--- src/rtl/pipeline_mem_pkg.sv ---
// Shared types and constants for the pipeline memory arbiter.
//   arb_state_e          : arbiter FSM states
//   ARB_TIMEOUT_DEFAULT  : default bus-access timeout in cycles (0 disables it)
//   ARB_CNT_W_DEFAULT    : default wait-counter width (2**W must exceed the timeout)
//   ARB_FMT_WORD         : format code driven on the bus for instruction fetches
package pipeline_mem_pkg;

  typedef enum logic [1:0] {
    ARB_IDLE    = 2'd0,
    ARB_DM_BUSY = 2'd1,
    ARB_IF_BUSY = 2'd2
  } arb_state_e;

  localparam int unsigned ARB_TIMEOUT_DEFAULT = 64;
  localparam int unsigned ARB_CNT_W_DEFAULT   = 7;

  // Fetches are always full words.
  localparam logic [2:0] ARB_FMT_WORD = 3'b010;

endpackage

--- src/rtl/wait_counter.sv ---
// Bus-access wait counter with terminal-count detect.
//   clk_i    : clock
//   rst_i    : synchronous active-high reset
//   clear_i  : restart the count at zero (has priority over enable_i)
//   enable_i : count one more waited cycle
//   tc_o     : count has reached TIMEOUT-1; never asserted when TIMEOUT is 0
module wait_counter #(
  parameter int unsigned TIMEOUT = 64,
  parameter int unsigned CNT_W   = 7
) (
  input  logic clk_i,
  input  logic rst_i,
  input  logic clear_i,
  input  logic enable_i,
  output logic tc_o
);

  localparam logic [CNT_W-1:0] LastCnt = CNT_W'(TIMEOUT - 1);

  logic [CNT_W-1:0] cnt_d, cnt_q;

  always_comb begin
    cnt_d = cnt_q;
    if (clear_i) begin
      cnt_d = '0;
    end else if (enable_i) begin
      cnt_d = cnt_q + 1'b1;
    end
  end

  always_ff @(posedge clk_i) begin
    if (rst_i) begin
      cnt_q <= '0;
    end else begin
      cnt_q <= cnt_d;
    end
  end

  assign tc_o = (TIMEOUT != 0) && (cnt_q == LastCnt);

endmodule

--- src/rtl/pipeline_memory_arbiter.sv ---
// Arbitrates one single-ported, variable-latency memory bus between instruction fetch (IF) and
// data access (MEM stage). Data requests win; a redirect (if_flush) cancels a pending or
// in-flight fetch; each access is bounded by a timeout that forces completion with bus_error.
//   clock, reset          : clock, synchronous active-high reset
//   if_req/if_addr        : fetch request (held until if_ready) and address
//   if_flush              : redirect, cancels the pending or in-flight fetch
//   if_rdata/if_ready     : fetched word and 1-cycle completion pulse
//   dm_read_enable/dm_write_enable/dm_addr/dm_wdata/dm_format : data request (held until dm_ready)
//   dm_rdata/dm_ready     : load data and 1-cycle completion pulse
//   bus_req/bus_we/bus_addr/bus_wdata/bus_format : registered bus request
//   bus_rdata/bus_ack     : bus response
//   bus_error             : 1-cycle pulse on a timed-out access
//   mem_stall             : freeze request to pipeline control
module pipeline_memory_arbiter
  import pipeline_mem_pkg::*;
#(
  parameter int unsigned TIMEOUT = ARB_TIMEOUT_DEFAULT,
  parameter int unsigned CNT_W   = ARB_CNT_W_DEFAULT
) (
  input  logic        clock,
  input  logic        reset,
  input  logic        if_req,
  input  logic [31:0] if_addr,
  input  logic        if_flush,
  output logic [31:0] if_rdata,
  output logic        if_ready,
  input  logic        dm_read_enable,
  input  logic        dm_write_enable,
  input  logic [31:0] dm_addr,
  input  logic [31:0] dm_wdata,
  input  logic [2:0]  dm_format,
  output logic [31:0] dm_rdata,
  output logic        dm_ready,
  output logic        bus_req,
  output logic        bus_we,
  output logic [31:0] bus_addr,
  output logic [31:0] bus_wdata,
  output logic [2:0]  bus_format,
  input  logic [31:0] bus_rdata,
  input  logic        bus_ack,
  output logic        bus_error,
  output logic        mem_stall
);

  arb_state_e  state_d, state_q;
  logic        flush_d, flush_q;
  logic        bus_we_d, bus_we_q;
  logic [31:0] bus_addr_d, bus_addr_q;
  logic [31:0] bus_wdata_d, bus_wdata_q;
  logic [2:0]  bus_format_d, bus_format_q;

  logic dm_req, busy, grant, tc, timeout, done, flushed;
  logic [31:0] rdata_mux;

  assign dm_req  = dm_read_enable | dm_write_enable;
  assign busy    = (state_q != ARB_IDLE);
  // An ack arriving on the terminal count wins over the timeout.
  assign timeout = busy & ~bus_ack & tc;
  assign done    = busy & (bus_ack | timeout);
  // A redirect in the completing cycle also cancels the fetch it targets.
  assign flushed = flush_q | if_flush;

  wait_counter #(
    .TIMEOUT(TIMEOUT),
    .CNT_W  (CNT_W)
  ) u_wait_counter (
    .clk_i   (clock),
    .rst_i   (reset),
    .clear_i (grant),
    .enable_i(busy & ~bus_ack),
    .tc_o    (tc)
  );

  always_comb begin
    state_d      = state_q;
    flush_d      = flush_q;
    bus_we_d     = bus_we_q;
    bus_addr_d   = bus_addr_q;
    bus_wdata_d  = bus_wdata_q;
    bus_format_d = bus_format_q;
    grant        = 1'b0;

    unique case (state_q)
      ARB_IDLE: begin
        if (dm_req) begin
          state_d      = ARB_DM_BUSY;
          grant        = 1'b1;
          bus_we_d     = dm_write_enable;
          bus_addr_d   = dm_addr;
          bus_wdata_d  = dm_wdata;
          bus_format_d = dm_format;
        end else if (if_req && !if_flush) begin
          state_d      = ARB_IF_BUSY;
          grant        = 1'b1;
          bus_we_d     = 1'b0;
          bus_addr_d   = if_addr;
          bus_wdata_d  = '0;
          bus_format_d = ARB_FMT_WORD;
        end
      end
      ARB_DM_BUSY: begin
        if (done) begin
          state_d = ARB_IDLE;
        end
      end
      ARB_IF_BUSY: begin
        if (if_flush) begin
          flush_d = 1'b1;
        end
        if (done) begin
          state_d = ARB_IDLE;
          flush_d = 1'b0;
        end
      end
      default: begin
        state_d = ARB_IDLE;
        flush_d = 1'b0;
      end
    endcase
  end

  always_ff @(posedge clock) begin
    if (reset) begin
      state_q      <= ARB_IDLE;
      flush_q      <= 1'b0;
      bus_we_q     <= 1'b0;
      bus_addr_q   <= '0;
      bus_wdata_q  <= '0;
      bus_format_q <= '0;
    end else begin
      state_q      <= state_d;
      flush_q      <= flush_d;
      bus_we_q     <= bus_we_d;
      bus_addr_q   <= bus_addr_d;
      bus_wdata_q  <= bus_wdata_d;
      bus_format_q <= bus_format_d;
    end
  end

  // Timed-out reads return zero.
  assign rdata_mux  = bus_ack ? bus_rdata : '0;
  assign if_rdata   = rdata_mux;
  assign dm_rdata   = rdata_mux;
  assign if_ready   = (state_q == ARB_IF_BUSY) & done & ~flushed;
  assign dm_ready   = (state_q == ARB_DM_BUSY) & done;
  assign bus_error  = timeout;
  assign bus_req    = busy;
  assign bus_we     = bus_we_q;
  assign bus_addr   = bus_addr_q;
  assign bus_wdata  = bus_wdata_q;
  assign bus_format = bus_format_q;
  assign mem_stall  = (if_req & ~if_ready) | (dm_req & ~dm_ready);

endmodule
--- config.mk ---
export PLATFORM = sky130hd
export DESIGN_NAME = pipeline_memory_arbiter
export DESIGN_NICKNAME = d
export VERILOG_FILES = /design/src/rtl/pipeline_mem_pkg.sv /design/src/rtl/wait_counter.sv /design/src/rtl/pipeline_memory_arbiter.sv
export SDC_FILE = /design/constraint.sdc
export NUM_CORES = 1
export LEC_CHECK = 0
export ABC_CLOCK_PERIOD_IN_PS = 2200
export BUFFER_PORTS_ARGS = -buffer_cell sky130_fd_sc_hd__buf_2
export CAP_MARGIN = 20
export CORE_ASPECT_RATIO = 0.8
export CORE_MARGIN = 3
export CORE_UTILIZATION = 41
export CTS_CLUSTER_DIAMETER = 120
export DETAILED_ROUTE_END_ITERATION = 10
export HOLD_SLACK_MARGIN = 0.08
export PLACE_DENSITY_LB_ADDON = 0.12
export SYNTH_ARGS = -nofsm -noshare
export SYNTH_HDL_FRONTEND = slang
export SYNTH_HIERARCHICAL = 1
export SYNTH_SLANG_ARGS = --single-unit
export TNS_END_PERCENT = 10
--- constraint.sdc ---
create_clock -name clock -period 2.2 [get_ports clock]
set_input_delay 0.11 -clock clock [delete_from_list [all_inputs] [get_ports clock]]
set_output_delay 0.11 -clock clock [all_outputs]
set_load 0.01 [all_outputs]
# Yosys cells after proc, flatten, opt, wreduce, memory -nomap -nowiden
# Index checks and enable logic that the tools add are counted.
# op_classes
addsub	1
eq_ne	6
muxes	19
bitwise_logic	17
n_reduce_logical	11
# ops
operator	count
$mux W32	5
$and A1 B1 Y1	8
$add A7 B1 Y7 const B	1
$eq A7 B6 Y1 const B	1
$mux W1	7
$mux W2	3
$mux W3	2
$ne A3 B3 Y1 const B	2
$reduce_and A2 Y1	3
$reduce_or A2 Y1	3
$not A1 Y1	5
$or A1 B1 Y1	4
$pmux W2 S2	1
$reduce_bool A2 Y1	2
$eq A2 B1 Y1 const B	1
$eq A2 B2 Y1 const B	1
$logic_not A2 Y1	1
$ne A2 B1 Y1 const B	1
$pmux W1 S2	1
$logic_and A1 B1 Y1	1
$logic_not A1 Y1	1
# totals
ff_bits	78
inputBits	138
out_inout_bits	137
wordCells	61

# Logic depth before layout (Yosys ltp)
# Gate-level depths: netlist of the first run.
# logic_depth
word_depth	10
ltp_mapped	9
mapped_depth_nobuf	6

# Hierarchy
# Netlist of the first run, hierarchy kept.
# modules_own_cells
mod	instances	cells_per_inst	area_each_um2	seq_area_each_um2
pipeline_memory_arbiter	1	333	3569.7	1421.4
wait_counter	1	34	304.0	140.1

# Worst setup path before layout of the first run
# OpenSTA, ideal clock, no wires.
# synth_timing
kind	register to output
start	register state_q[0]
end	output mem_stall
t_arrival_ps	1704
t_required_ps	2090
slack_ps	386
stages_incl_launch_ff	7
n_path_buf	1
cell_sequence	dfxtp_1 > inv_1 > ha_1 > buf_2 > o21bai_1 > nor4b_1 > o22ai_1
# synth_via
elab_chain_cells	10
# synth_rtl
item	line_no	text
from (decl)	pipeline_memory_arbiter.sv:45	arb_state_e state_d, state_q;
from (signal assigned)	pipeline_memory_arbiter.sv:131	state_q <= state_d;
$reduce_bool A2 Y1	pipeline_memory_arbiter.sv:56	assign busy = (state_q != ARB_IDLE);
$and A1 B1 Y1 (2 in series)	pipeline_memory_arbiter.sv:58	assign timeout = busy & ~bus_ack & tc;
$or A1 B1 Y1	pipeline_memory_arbiter.sv:59	assign done = busy & (bus_ack | timeout);
$and A1 B1 Y1	pipeline_memory_arbiter.sv:59	
$and A1 B1 Y1 * (2 in series)	pipeline_memory_arbiter.sv:144	assign if_ready = (state_q == ARB_IF_BUSY) & done & ~flushed;
named net if_ready	pipeline_memory_arbiter.sv:26	output logic if_ready,
$not A1 Y1 *	pipeline_memory_arbiter.sv:152	assign mem_stall = (if_req & ~if_ready) | (dm_req & ~dm_ready);
$and A1 B1 Y1 *	pipeline_memory_arbiter.sv:152	
$or A1 B1 Y1 *	pipeline_memory_arbiter.sv:152	
to (decl)	pipeline_memory_arbiter.sv:42	output logic mem_stall
# The timed path passes the listed nets; every way through them passes the cells marked *.

# Worst setup path after layout of the first run
# layout_timing
start	register state_q[0]
end	output mem_stall
# layout_via
elab_chain_cells	10
# layout_rtl
item	line_no
$reduce_bool A2 Y1	pipeline_memory_arbiter.sv:56
$and A1 B1 Y1 (2 in series)	pipeline_memory_arbiter.sv:58
$or A1 B1 Y1	pipeline_memory_arbiter.sv:59
$and A1 B1 Y1	pipeline_memory_arbiter.sv:59
$and A1 B1 Y1 (2 in series)	pipeline_memory_arbiter.sv:144
$not A1 Y1	pipeline_memory_arbiter.sv:152
$and A1 B1 Y1	pipeline_memory_arbiter.sv:152
$or A1 B1 Y1 *	pipeline_memory_arbiter.sv:152
# Mark *: on every way between the ends. The rest lies on a longest branch, timed or not.

==> results.md, run 1 <==
Outcome:
- The flow ran to the end, and the final reports show no timing, DRC or antenna violations.

Yosys:
- The distinct cell type count after synthesis is 42.
- In the post-synthesis netlist, the biggest area contributors are sky130_fd_sc_hd__dfxtp_1, sky130_fd_sc_hd__o32ai_2, sky130_fd_sc_hd__a32o_1.
- The leading cell type by number of instances after synthesis is sky130_fd_sc_hd__dfxtp_1.
- The number of nets produced by synthesis is 509.
- The count of flip-flops with a built-in enable after synthesis is 0.
- A synthesized cell averages 10.6 µm².
- The area share of the largest cell type after synthesis is 40.3%.
- The synthesized instance count is between 300 and 400.
- Summing every instance area after synthesis gives 0.00387 mm².
- The share of synthesized area occupied by flip-flops and latches is 40.3%.
- The Yosys step of the flow raised 6 warnings.
- Counting instances in the post-synthesis netlist gives the leading cell types as sky130_fd_sc_hd__dfxtp_1, sky130_fd_sc_hd__inv_1, sky130_fd_sc_hd__buf_4.
- The most used flip-flop cell after synthesis is sky130_fd_sc_hd__dfxtp_1.
- After synthesis the netlist holds a flip-flop and latch count of 78.
- Of all flip-flops after synthesis, the portion carrying an async set or reset was 0%.
- The largest area contributor in the netlist is sky130_fd_sc_hd__dfxtp_1.

Setup path:
- Traced cell by cell, the critical path runs through inv_1 -> ha_1 -> o21bai_1 -> nor4b_2 -> o22ai_1 -> buf_2.
- The buffers plus inverters on the worst setup path is 2.
- For flop-to-flop paths, the worst setup slack is 0.46 ns.
- Data on the critical path arrives at its endpoint at 1.93 ns.
- The largest incremental delay on the critical path is 0.37 ns.
- The number of cell instances on the worst register-to-register path is 7.
- The type of the setup path with the least slack is reg -> out.
- For the worst setup path, the data required time is 2.09 ns.
- The worst register-to-register path begins at state_q[0].
- The critical path endpoint category is an output pin.
- The endpoint identified for the worst register-to-register timing path is u_wait_counter/cnt_q[5].
- The worst setup path is launched from a flip-flop.
- The maximum fanout encountered on the critical timing path is 7.
- The master of the slowest instance on the critical path is sky130_fd_sc_hd__dfxtp_1.
- In this design, the largest share of critical-path delay is due to compound AO/OA/AOI/OAI gates.

STA:
- The post-route fraction of the period consumed by the critical path is 92.9%.
- The number of setup violations in the final report is 0.
- The worst clock skew on the final layout is ~0.008 ns.
- At the pin with the least slew margin, the transition time is 0.623 ns.
- Setup slack on the critical path of the routed design comes to 0.156 ns.
- The worst path in the final design needs a cycle of around 2.0 ns, including I/O delays and setup.
- The aggregate negative setup slack is 0 ns.
- The number of max-slew violations in the final report was 0.
- The highest attainable clock frequency is 0.489 GHz.
- Setup repair after global routing left no endpoint under its margin.
- The hold violation total from the final report is 0.
- The worst hold slack across all endpoints is 0.0793 ns.
- The headroom to the max-slew limit is 58.4%.

Place:
- Prior to clock tree synthesis, the placed netlist has a worst setup slack of approximately 0.42 ns.
- Summing all placed instances gives a cell area of about 0.0051 mm².
- Summed over all nets, the half-perimeter wirelength after detailed placement is between 8000 and 9000 µm.
- At the end of routability-driven placement, the weighted congestion stood at 0.810.
- The count of buffers from port buffering is 274.

GRT:
- The first global-routing pass estimated around 20000 µm of wire.
- For this run the aggregate overflow at the end of global routing stands at 0.
- The global-route usage over all layers is 23.0%.
- The via count of the first global-routing pass is 4045.
- The initial antenna violation count came to 0.
- The largest net degree at the start of global routing is 38.

Finish:
- The relative area change from synthesis to final layout is 64.6%.
- The final net count is 840.
- The fraction of final layout cells sized beyond drive strength 1 is 47.8%.
- The finished cells cover between 0.006 and 0.007 mm².
- The number of antenna cells inserted is 0.

Power:
- For this design the ratio of total power to cell area is 719 mW/mm².
- Summing internal, switching and leakage power gives between 4 and 5 mW.
- VDD sags by at most 0.000453 V.
- For this design the static power due to leakage is ~3.0 nW.

Clock tree:
- The buffer depth of the longest clock path is 2.
- Post-CTS timing repair inserted 0 buffers for setup.
- For the worst-skew pair, the clock arrives at the later sink with an insertion delay of 0.34 ns.
- The root buffer cell chosen for the clock tree is sky130_fd_sc_hd__clkbuf_16.
- After clock tree synthesis, the clock-pin slew on the worst setup and hold paths is 0.06 ns.
- The number of clock buffers added by TritonCTS is 9.
- The clock tree synthesis step divided the H-tree into 3 levels.
- The tree built by TritonCTS fans out to 78 sinks.
- TritonCTS built the clock tree.

Min path:
- In this run the worst hold path is classified as in -> reg.
- The worst hold path passes through 3 cells.
- The beginning of the worst hold path is if_addr[19].
- The capture endpoint of the worst hold path is bus_addr[19].

Floorplanning:
- The die extent in x is 115 µm.
- The initial standard-cell utilization of the core is 42.5%.
- The area of the core is 0.00911 mm².
- The floorplan has 31 rows.
- The die area is between 0.01 and 0.015 mm².
- Measured along the y axis, the die boundary spans around 93 µm.
- For this design the top-level I/O count stands at between 200 and 300.

Detailed routing:
- In the routed layout, each cell is associated on average with a via count of 4.94.
- The final route contains 4041 vias.
- For this run, design rule violations remaining after detail routing come to 0.
- The routed design has 12600 µm of wire.
- The number of DRC violations after detailed-routing iteration 0 is 123.
- Once detail routing completed, the nets flagged for antenna violations numbered 0.
- The wire length per cell is ~15 µm.
- The first TritonRoute pass finished after 4 iterations.

Job:
- The number of max-capacitance violations reported is 0.
==> placed cells by master, fill, tap and decap left out, types with 2 or more instances in the layout <==
cell                            netlist  layout
sky130_fd_sc_hd__nand2_1              3       3
sky130_fd_sc_hd__or3_1                2       2
sky130_fd_sc_hd__a21oi_1              4       4
sky130_fd_sc_hd__inv_6                0       2
sky130_fd_sc_hd__buf_2               10     274
sky130_fd_sc_hd__nand4_1              7       7
sky130_fd_sc_hd__dlygate4sd3_1        0      97
sky130_fd_sc_hd__nor2_1               9       8
sky130_fd_sc_hd__dfxtp_1             78      78
sky130_fd_sc_hd__o21ai_4              1       2
sky130_fd_sc_hd__inv_1               37      37
sky130_fd_sc_hd__nand3_1              3       3
sky130_fd_sc_hd__clkbuf_16            0       9
sky130_fd_sc_hd__buf_4               36       8
sky130_fd_sc_hd__ha_1                 4       4
sky130_fd_sc_hd__mux2i_1             34      34
sky130_fd_sc_hd__o32ai_1              4       4
sky130_fd_sc_hd__inv_2                2       2
sky130_fd_sc_hd__xor2_1               3       3
sky130_fd_sc_hd__o32ai_2             28      28
sky130_fd_sc_hd__and2_1              33      33
sky130_fd_sc_hd__o21ai_0              2       2
sky130_fd_sc_hd__buf_12               0       2
sky130_fd_sc_hd__a32o_1              34      34
==> through the flow <==
| stage | util [%] | instances |
|---|---|---|
| 6_report | 70.0 | 818 |
| 5_1_grt | 70.0 | 818 |
| 4_1_cts | 69.9 | 818 |
| 3_5_place_dp | 56.0 | 705 |
| 3_3_place_gp | 56.0 | 705 |
| 2_1_floorplan | - | 367 |
==> power by group <==
part           switching, mW  internal (mW)  total, mW
Clock                  0.588          0.886       1.47
Combinational          0.732          0.680       1.41
Sequential            0.0964           1.60       1.70
==> kinds of logic (layout without fill, tap and decap cells) <==
logic type / count (synthesis) / count (layout) / synth area share, %
fa+ha+maj: 4 / 4 / 1.29
flops: 78 / 78 / 40.3
simple gates: 67 / 67 / 10.5
xor+xnor: 4 / 4 / 0.905
buf+inv: 100 / 436 / 14.3
mux: 34 / 34 / 8.79
compound gates: 80 / 80 / 23.9
==> worst max-delay path by stage <==
stage,from,end,slack (ns),depth (start not counted)
final,state_q[0],mem_stall,0.16,6
after global routing,u_wait_counter/cnt_q[0],mem_stall,0.01,6
after CTS,state_q[0],mem_stall,0.06,6
after detailed placement,state_q[0],mem_stall,0.42,6
after global placement,state_q[0],mem_stall,0.49,6
after floorplan,state_q[0],mem_stall,0.39,6
==> layer usage <==
metal,wire (µm),track usage (%),up-vias
li1,-,-,1960
met1,4560,24.1,1859
met2,6400,41.4,190
met3,1190,8.16,32
met4,397,9.59,0
met5,0,0,-
==> timing repair <==
item	in CTS	in global routing
endpoints found under the hold margin	67	0
hold buffers	97	0
gates resized for setup	0	1
endpoints found under the setup margin	0	2
==> registers in the layout, summed over array words and instances (netlist names) <==
| name | flops |
|---|---|
| u_wait_counter/cnt_q | 7 |
| flush_q | 1 |
| bus_addr | 32 |
| bus_format | 3 |
| bus_wdata | 32 |
| bus_we | 1 |
| state_q | 2 |
==> worst reg2reg max path, cell delays in order (launching register included) <==
cell and delay [ns]:
sky130_fd_sc_hd__dfxtp_1 0.37, sky130_fd_sc_hd__inv_1 0.08, sky130_fd_sc_hd__ha_1 0.31, sky130_fd_sc_hd__nor2_1 0.23, sky130_fd_sc_hd__buf_4 0.18, sky130_fd_sc_hd__nand3_1 0.07
sky130_fd_sc_hd__or3_1 0.31, sky130_fd_sc_hd__a21oi_1 0.13
==> cell type report <==
cell class	count	area (µm²)
clock inverters	6	68.8
well taps	115	144
clock buffers	10	229
flip-flops and latches	78	1560
inverters	39	146
multi-input cells	189	1780
repair buffers	381	2440
fillers	709	2740
Note: power is estimated with default switching activity, not from simulation.
==> run 2, diff against run 1 <==
CORE_AREA = 2 2 107 109   (was not set)
CORE_ASPECT_RATIO = not set   (was 0.8)
CORE_MARGIN = not set   (was 3)
CORE_UTILIZATION = not set   (was 41)
CTS_CLUSTER_DIAMETER = not set   (was 120)
DIE_AREA = 0 0 109 111   (was not set)
==> run 2 against run 1 <==
Fmax is 0.14% lower. Flip-flop and latch count did not move. Clock-buffer cell count is 1 lower. Cell count rose by 3.4%. First-iteration DRC count rose by 4.1%. Die area increased by 14%.
==> results.md, run 2 (same netlist as run 1, synthesis figures left out) <==
Detailed routing:
- The post-detailed-routing wire length is 12300 µm (-2.0%).
- The via density per instance is 4.73 (-4.2%).
- The count of TritonRoute iterations in the first routing pass was 5 (+1).
- The number of nets with antenna violations after detailed routing is 0 (unchanged).
- The remaining design rule violation count is 0 (unchanged).
- The routed via count is 4003 (-0.94%).
- The number of DRC violations after detailed-routing iteration 0 is 128 (+4.1%).
- The wire length per cell is 14.5 µm (-5.2%).

Setup path:
- The maximum fanout encountered on the critical timing path is 5 (-2).
- The critical path endpoint category is an output pin.
- The data arrival at the endpoint of the critical path is 1.94 ns (about the same).
- The launching element type of the critical path is a flip-flop.
- The required time of the critical path is 2.09 ns (about the same).
- The type of the setup path with the least slack is reg -> out.

Floorplanning:
- The die extent in x is 109 µm (-4.9%).
- The die extent in y is 111 µm (+19%).
- The number of placement rows is 39 (+26%).
- The number of top-level design ports is 275 (unchanged).
- The die area is 0.0121 mm² (+14%).
- The initial standard-cell utilization of the core is 35.0% (-7.5 points).
- The area of the core is 0.0111 mm² (+22%).

Outcome:
- The run finished with clean final reports.

Clock tree:
- In this run the clock root is driven by a sky130_fd_sc_hd__clkbuf_16.
- The number of buffers inserted during clock tree synthesis is 9 (unchanged).
- The clock transition time at the flip-flop clock pins of the worst setup and hold paths was 0.06 ns (about the same).
- The number of H-tree levels is 3 (unchanged).
- The number of clock sinks is 78 (unchanged).
- The buffer depth of the longest clock path came to 2 (unchanged).
- The later-pin clock latency in the skew report is 0.34 ns (about the same).
- TritonCTS built the clock tree.

Finish:
- In the layout the commonest cells are sky130_fd_sc_hd__buf_2, sky130_fd_sc_hd__dlygate4sd3_1, sky130_fd_sc_hd__dfxtp_1.
- The fraction of final layout cells sized beyond drive strength 1 is 48.2% (+0.43 points).
- The final cell area excluding filler cells is 0.00640 mm² (+0.43%).
- The relative area change from synthesis to final layout is 65.3%.
- Leaving out fill and tap cells, the most frequent cell in the layout is sky130_fd_sc_hd__buf_2.
- The multi-input logic area is 0.00179 mm² (+0.42%).
- The area occupied by registers is 0.00156 mm² (unchanged).
- The core utilization of the finished layout came to 57.8% (-12 points).
- The number of non-filler instances in the completed layout is 846 (+3.4%).
- The final net count is 840 (unchanged).
- The number of inserted filler cells in the final layout is 964 (+36%).
- The number of antenna cells inserted is 0 (unchanged).

STA:
- The number of setup violations in the final report is 0 (unchanged).
- The headroom to the max-slew limit is 57.2% (-1.2 points).
- Setup repair after global routing left no endpoint under its margin.
- The worst clock skew on the final layout came to 0.00585 ns (-0.00213 ns).
- The worst hold slack across all endpoints is 0.0856 ns (+0.00633 ns).
- The slew of the pin with the lowest slew margin is 0.641 ns (+0.0179 ns).
- The aggregate negative setup slack was 0 ns (unchanged).
- The number of max-slew violations in the final report is 0 (unchanged).
- The final critical path time including I/O delays and setup is 2.05 ns (+0.00295 ns).
- The highest attainable clock frequency is 0.488 GHz (-0.14%).
- The hold violation total from the final report is 0 (unchanged).
- The post-route fraction of the period consumed by the critical path is 93.1% (+0.13 points).
- The worst setup margin is 0.153 ns (-0.00295 ns).

Power:
- The power density normalized to cell area came to 703 mW/mm² (-2.2%).
- The fraction of power consumed by the clock network was 31.2% (-1.0 points).
- The leakage power summed over all cells is 3.03 nW (-0.36%).
- The share of total power in sequential cells is 37.7% (+0.6 points).
- The post-route total power is 4.50 mW (-1.8%).
- The combinational cell fraction of total power came to 31.2% (+0.4 points).
- The cell-internal power is 3.06 mW (-3.5%).
- The switching power share of the total came to 32.0% (+1.1 points).
- The total net switching power was 1.44 mW (+1.8%).
- The worst supply voltage drop on vdd came to 0.000396 V (-13%).

Place:
- The count of buffers from port buffering is 274 (unchanged).
- The number of cells after detailed placement came to 733 (+4.0%).
- The area of placed instances is 0.00514 mm² (+0.69%).
- The final weighted congestion of routability-driven global placement is 0.740 (-8.6%).
- The setup slack at placement is 0.355 ns (-0.0667 ns).
- The placed wire-length estimate came to 8540 µm (-3.7%).

Job:
- The number of max-capacitance violations reported is 0 (unchanged).

GRT:
- The first-pass GRT wire length is 18300 µm (-6.4%).
- The initial antenna violation count is 0 (unchanged).
- The routing usage on met2 was 37.5% (-4.0 points).
- The global-route usage over all layers came to 19.5% (-3.4 points).
- The met1 usage in global routing is 19.1% (-5.0 points).
- The highest-utilization routing layer at the global route stage is met2.
- The via count of the first global-routing pass is 3789 (-6.3%).
- The global route total overflow is 0 (unchanged).
- The met3 track utilization from global routing is 6.82% (-1.3 points).
- The largest net degree at the start of global routing is 38 (unchanged).

Min path:
- The type of the tightest min-delay check is in -> reg.
-- run 2: repair_timing --
| item | in CTS | in global routing |
|---|---|---|
| pin swaps | 0 | 1 |
| resized for setup | 1 | 2 |
| setup buffers | 0 | 0 |
| cloned | 0 | 0 |
| hold endpoints to repair | 67 | 0 |
| setup endpoints to repair | 1 | 1 |
| hold buffers | 97 | 0 |
-- run 2: power by group through the flow --
stage	combinational (mW)	sequential, mW	clock (mW)
2_1_floorplan	0.712	1.81	0
3_3_place_gp	1.24	1.72	0
3_5_place_dp	1.25	1.73	0
4_1_cts	1.41	1.70	1.44
5_1_grt	1.52	1.72	1.50
6_report	1.40	1.70	1.40
-- run 2: worst max-delay path, cell delays in order, from the launching register on --
cell	delay, ns
sky130_fd_sc_hd__dfxtp_1	0.41
sky130_fd_sc_hd__nand4_1	0.19
sky130_fd_sc_hd__nor3b_2	0.24
sky130_fd_sc_hd__o21bai_1	0.16
sky130_fd_sc_hd__nor4b_2	0.35
sky130_fd_sc_hd__o22ai_1	0.11
sky130_fd_sc_hd__buf_2	0.15
-- run 2: worst paths after layout --
path,start,end,slack (ns),cells after the start
worst max-delay path,u_wait_counter/cnt_q[2],mem_stall,0.15,6
worst min-delay path,dm_addr[8],bus_addr[8],0.09,3
worst max register to register,state_q[0],u_wait_counter/cnt_q[5],0.56,7
worst min register to register,bus_format[1],bus_format[1],0.47,1
-- run 2: metal layers --
layer,part of all wire [%],up-vias
li1,-,1969
met1,36,1843
met2,53,174
met3,9.0,17
met4,1.5,0
met5,0,-
-- run 2: final cells by class --
| class | instances | area share (%) |
|---|---|---|
| Timing Repair Buffer | 381 | 38.1 |
| Clock buffer | 9 | 3.52 |
| Sequential cell | 78 | 24.4 |
| Inverter | 39 | 2.29 |
| Tap cell | 143 | 2.79 |
| Multi-Input combinational cell | 189 | 28.0 |
| Clock inverter | 7 | 0.899 |
==> run 3, diff against run 2 <==
--- a/config.mk
+++ b/config.mk
@@ -7,8 +7,9 @@
 export LEC_CHECK = 0
-export ABC_CLOCK_PERIOD_IN_PS = 2200
+export ABC_CLOCK_PERIOD_IN_PS = 1800
 export BUFFER_PORTS_ARGS = -buffer_cell sky130_fd_sc_hd__buf_2
 export CAP_MARGIN = 20
-export CORE_AREA = 2 2 107 109
+export CORE_ASPECT_RATIO = 0.8
+export CORE_MARGIN = 2
+export CORE_UTILIZATION = 37
 export DETAILED_ROUTE_END_ITERATION = 10
-export DIE_AREA = 0 0 109 111
 export HOLD_SLACK_MARGIN = 0.08
==> constraint.sdc (replaced) <==
create_clock -name clock -period 1.8 [get_ports clock]
set_input_delay 0 -clock clock [delete_from_list [all_inputs] [get_ports clock]]
set_output_delay 0 -clock clock [all_outputs]
set_load 0.01 [all_outputs]
==> run 3 against run 2 <==
Clock power rose by 43%. Clock-buffer cell count did not move. Combinational power rose by 27%. Critical path type unchanged.
==> results.md, run 3 (same netlist as run 1, synthesis figures left out) <==
Power:
- The switching power share of the total came to 30.5% (-1.5 points).
- The combinational cell fraction of total power is 30.4% (-0.8 points).
- The post-route total power is 5.86 mW (+30%).
- The power density normalized to cell area is 891 mW/mm² (+27%).
- The worst supply voltage drop on vdd is 0.000591 V (+49%).
- The share of total power in sequential cells was 35.4% (-2.3 points).
- The cell-internal power is 4.07 mW (+33%).
- The fraction of power consumed by the clock network was 34.2% (+3.0 points).
- The leakage power summed over all cells is 3.11 nW (+2.7%).
- The total net switching power is 1.79 mW (+24%).

Setup path:
- The required time of the critical path is 1.80 ns (-0.29 ns).
- The type of the setup path with the least slack is reg -> out.
- The launching element type of the critical path is a flip-flop.
- The largest incremental delay on the critical path is 0.36 ns (-0.05 ns).
- The signal on the critical path passes through ha_2 -> nor3b_2 -> o21bai_1 -> nor4b_2 -> o22ai_1 -> buf_2.
- The critical path endpoint category is an output pin.
- The master of the slowest instance on the critical path is sky130_fd_sc_hd__dfxtp_2.
- The slack of the worst reg-to-reg path came to 0.28 ns (-0.28 ns).
- The data arrival at the endpoint of the critical path is 1.73 ns (-0.21 ns).
- The maximum fanout encountered on the critical timing path is 4 (-1).

Floorplanning:
- The number of placement rows is 33 (-15%).
- The die extent in y is 95.5 µm (-14%).
- The die extent in x is 118 µm (+8.6%).
- The number of top-level design ports came to 275 (unchanged).
- The initial standard-cell utilization of the core is 37.8% (+2.9 points).
- The die area is 0.0113 mm² (-6.5%).
- The area of the core is 0.0102 mm² (-7.6%).

STA:
- The aggregate negative setup slack came to 0 ns (unchanged).
- The hold violation total from the final report is 0 (unchanged).
- The number of setup violations in the final report came to 0 (unchanged).
- The headroom to the max-slew limit is 56.0% (-1.3 points).
- The number of max-slew violations in the final report is 0 (unchanged).
- The post-route fraction of the period consumed by the critical path is 96.3%.
- The worst hold slack across all endpoints is 0.116 ns (+0.0301 ns).
- The worst clock skew on the final layout is 0.00831 ns (+0.00245 ns).
- The slew of the pin with the lowest slew margin is 0.661 ns (+0.0199 ns).
- The routed design could run at a clock period as short as approximately 1.7 ns.
- Setup repair after global routing could not meet its margin everywhere.
- Static timing analysis puts the maximum clock frequency at 0.577 GHz.
- The worst setup margin is 0.0669 ns (-0.0858 ns).

Place:
- The final weighted congestion of routability-driven global placement came to 0.738 (-0.28%).
- The count of buffers from port buffering is 274 (unchanged).
- The setup slack at placement was 0.152 ns (-0.204 ns).
- The placed wire-length estimate is 8420 µm (-1.4%).

Finish:
- In the layout the commonest cells are sky130_fd_sc_hd__buf_2, sky130_fd_sc_hd__dlygate4sd3_1, sky130_fd_sc_hd__dfxtp_1.
- The number of antenna cells inserted was 0 (unchanged).
- The fraction of final layout cells sized beyond drive strength 1 is 49.3% (+1.1 points).
- The library cell used most frequently in the layout, excluding fill and tap cells, is sky130_fd_sc_hd__buf_2.
- The number of inserted filler cells in the final layout is 862 (-11%).
- The final net count is 849 (+1.1%).
- The relative area change from synthesis to final layout is 69.6%.

Clock tree:
- The number of clock sinks is 78 (unchanged).
- The buffer depth of the longest clock path is 2 (unchanged).
- The clock transition time at the flip-flop clock pins of the worst setup and hold paths is 0.06 ns (about the same).
- The buffer cell driving the clock tree root is sky130_fd_sc_hd__clkbuf_16.
- TritonCTS built the clock tree.
- The number of buffers inserted during clock tree synthesis is 9 (unchanged).
- The later-pin clock latency in the skew report is 0.33 ns (about the same).
- The number of H-tree levels came to 3 (unchanged).

Detailed routing:
- The via density per instance was 4.72 (-0.18%).
- The remaining design rule violation count is 0 (unchanged).
- The routed via count came to 4024 (+0.52%).
- The count of TritonRoute iterations in the first routing pass is 4 (-1).
- The wire length per cell is 14.8 µm (+1.5%).
- The number of DRC violations after detailed-routing iteration 0 is 95 (-26%).
- The post-detailed-routing wire length came to 12600 µm (+2.2%).
- The number of nets with antenna violations after detailed routing came to 0 (unchanged).

Outcome:
- The run finished with clean final reports.

Min path:
- The type of the tightest min-delay check is in -> reg.

Job:
- The number of max-capacitance violations reported came to 0 (unchanged).

GRT:
- The largest net degree at the start of global routing was 38 (unchanged).
- The initial antenna violation count is 0 (unchanged).
- The via count of the first global-routing pass is 4058 (+7.1%).
- The global route total overflow is 0 (unchanged).
- The global-route usage over all layers was 21.3% (+1.8 points).
- The first-pass GRT wire length was 19400 µm (+5.7%).
run 3: changes by cell type in the layout (fill, tap and decap cells not counted), sizes merged, moves of 2 or more:
cell / previous run / this run
dlygate4sd3: 97 / 102
buf: 284 / 287
clkinv: 3 / 1
bufinv: 0 / 2
run 3: critical path: cells and delay by family, from the launching register on:
family	cells	cell delay [ns]
buffers and inverters	1	0.16
adder cells (fa/ha/maj)	1	0.20
AND/OR/NAND/NOR	2	0.46
flip-flops	1	0.36
AO/OA/AOI/OAI	2	0.23
run 3: final cells by class:
cell class	instances	area [µm²]	share of cell area (%)
clock buffer	9	225	3.43
clock inverter	7	105	1.60
inverter	39	146	2.23
multi-input combinational	189	1810	27.5
sequential	78	1570	23.9
tap	140	175	2.67
timing repair buffer	390	2540	38.7
run 3: per-stage QoR:
stage	instances	utilization, %	instance area [µm²]
2_1_floorplan	367	-	3870
3_3_place_gp	732	50.4	5160
3_5_place_dp	732	50.4	5160
4_1_cts	851	64.0	6550
5_1_grt	852	64.2	6570
6_report	852	64.2	6570
run 3: path summary, 6_finish.rpt:
| kind | startpoint | end | cells past startpoint |
|---|---|---|---|
| setup / recovery | u_wait_counter/cnt_q[0] | mem_stall | 6 |
| hold / removal | if_req | state_q[1] | 4 |
| setup reg to reg | state_q[1] | u_wait_counter/cnt_q[5] | 6 |
| hold reg to reg | bus_format[1] | bus_format[1] | 1 |
run 3: power by group through the flow:
stage | Clock (mW) | Combinational (mW) | Sequential (mW)
2_1_floorplan | 0 | 0.870 | 2.21
3_3_place_gp | 0 | 1.54 | 2.10
3_5_place_dp | 0 | 1.56 | 2.11
4_1_cts | 2.05 | 1.78 | 2.08
5_1_grt | 2.12 | 1.92 | 2.10
6_report | 2.00 | 1.78 | 2.08
run 3: routing by layer:
metal  wire length, µm  track usage [%]  vias to the layer above
met5                 0                0                        -
met4               194             6.15                        0
li1                  -                -                     1972
met3               998             7.00                       16
met1              4710             21.9                     1879
met2              6670             41.8                      157
run 3: what timing repair did:
item,CTS,global route
setup endpoints to repair,3,4
buffers inserted,0,1
gates resized for setup,7,8
hold endpoints to repair,69,0
pin swaps,0,2
hold buffers,103,0
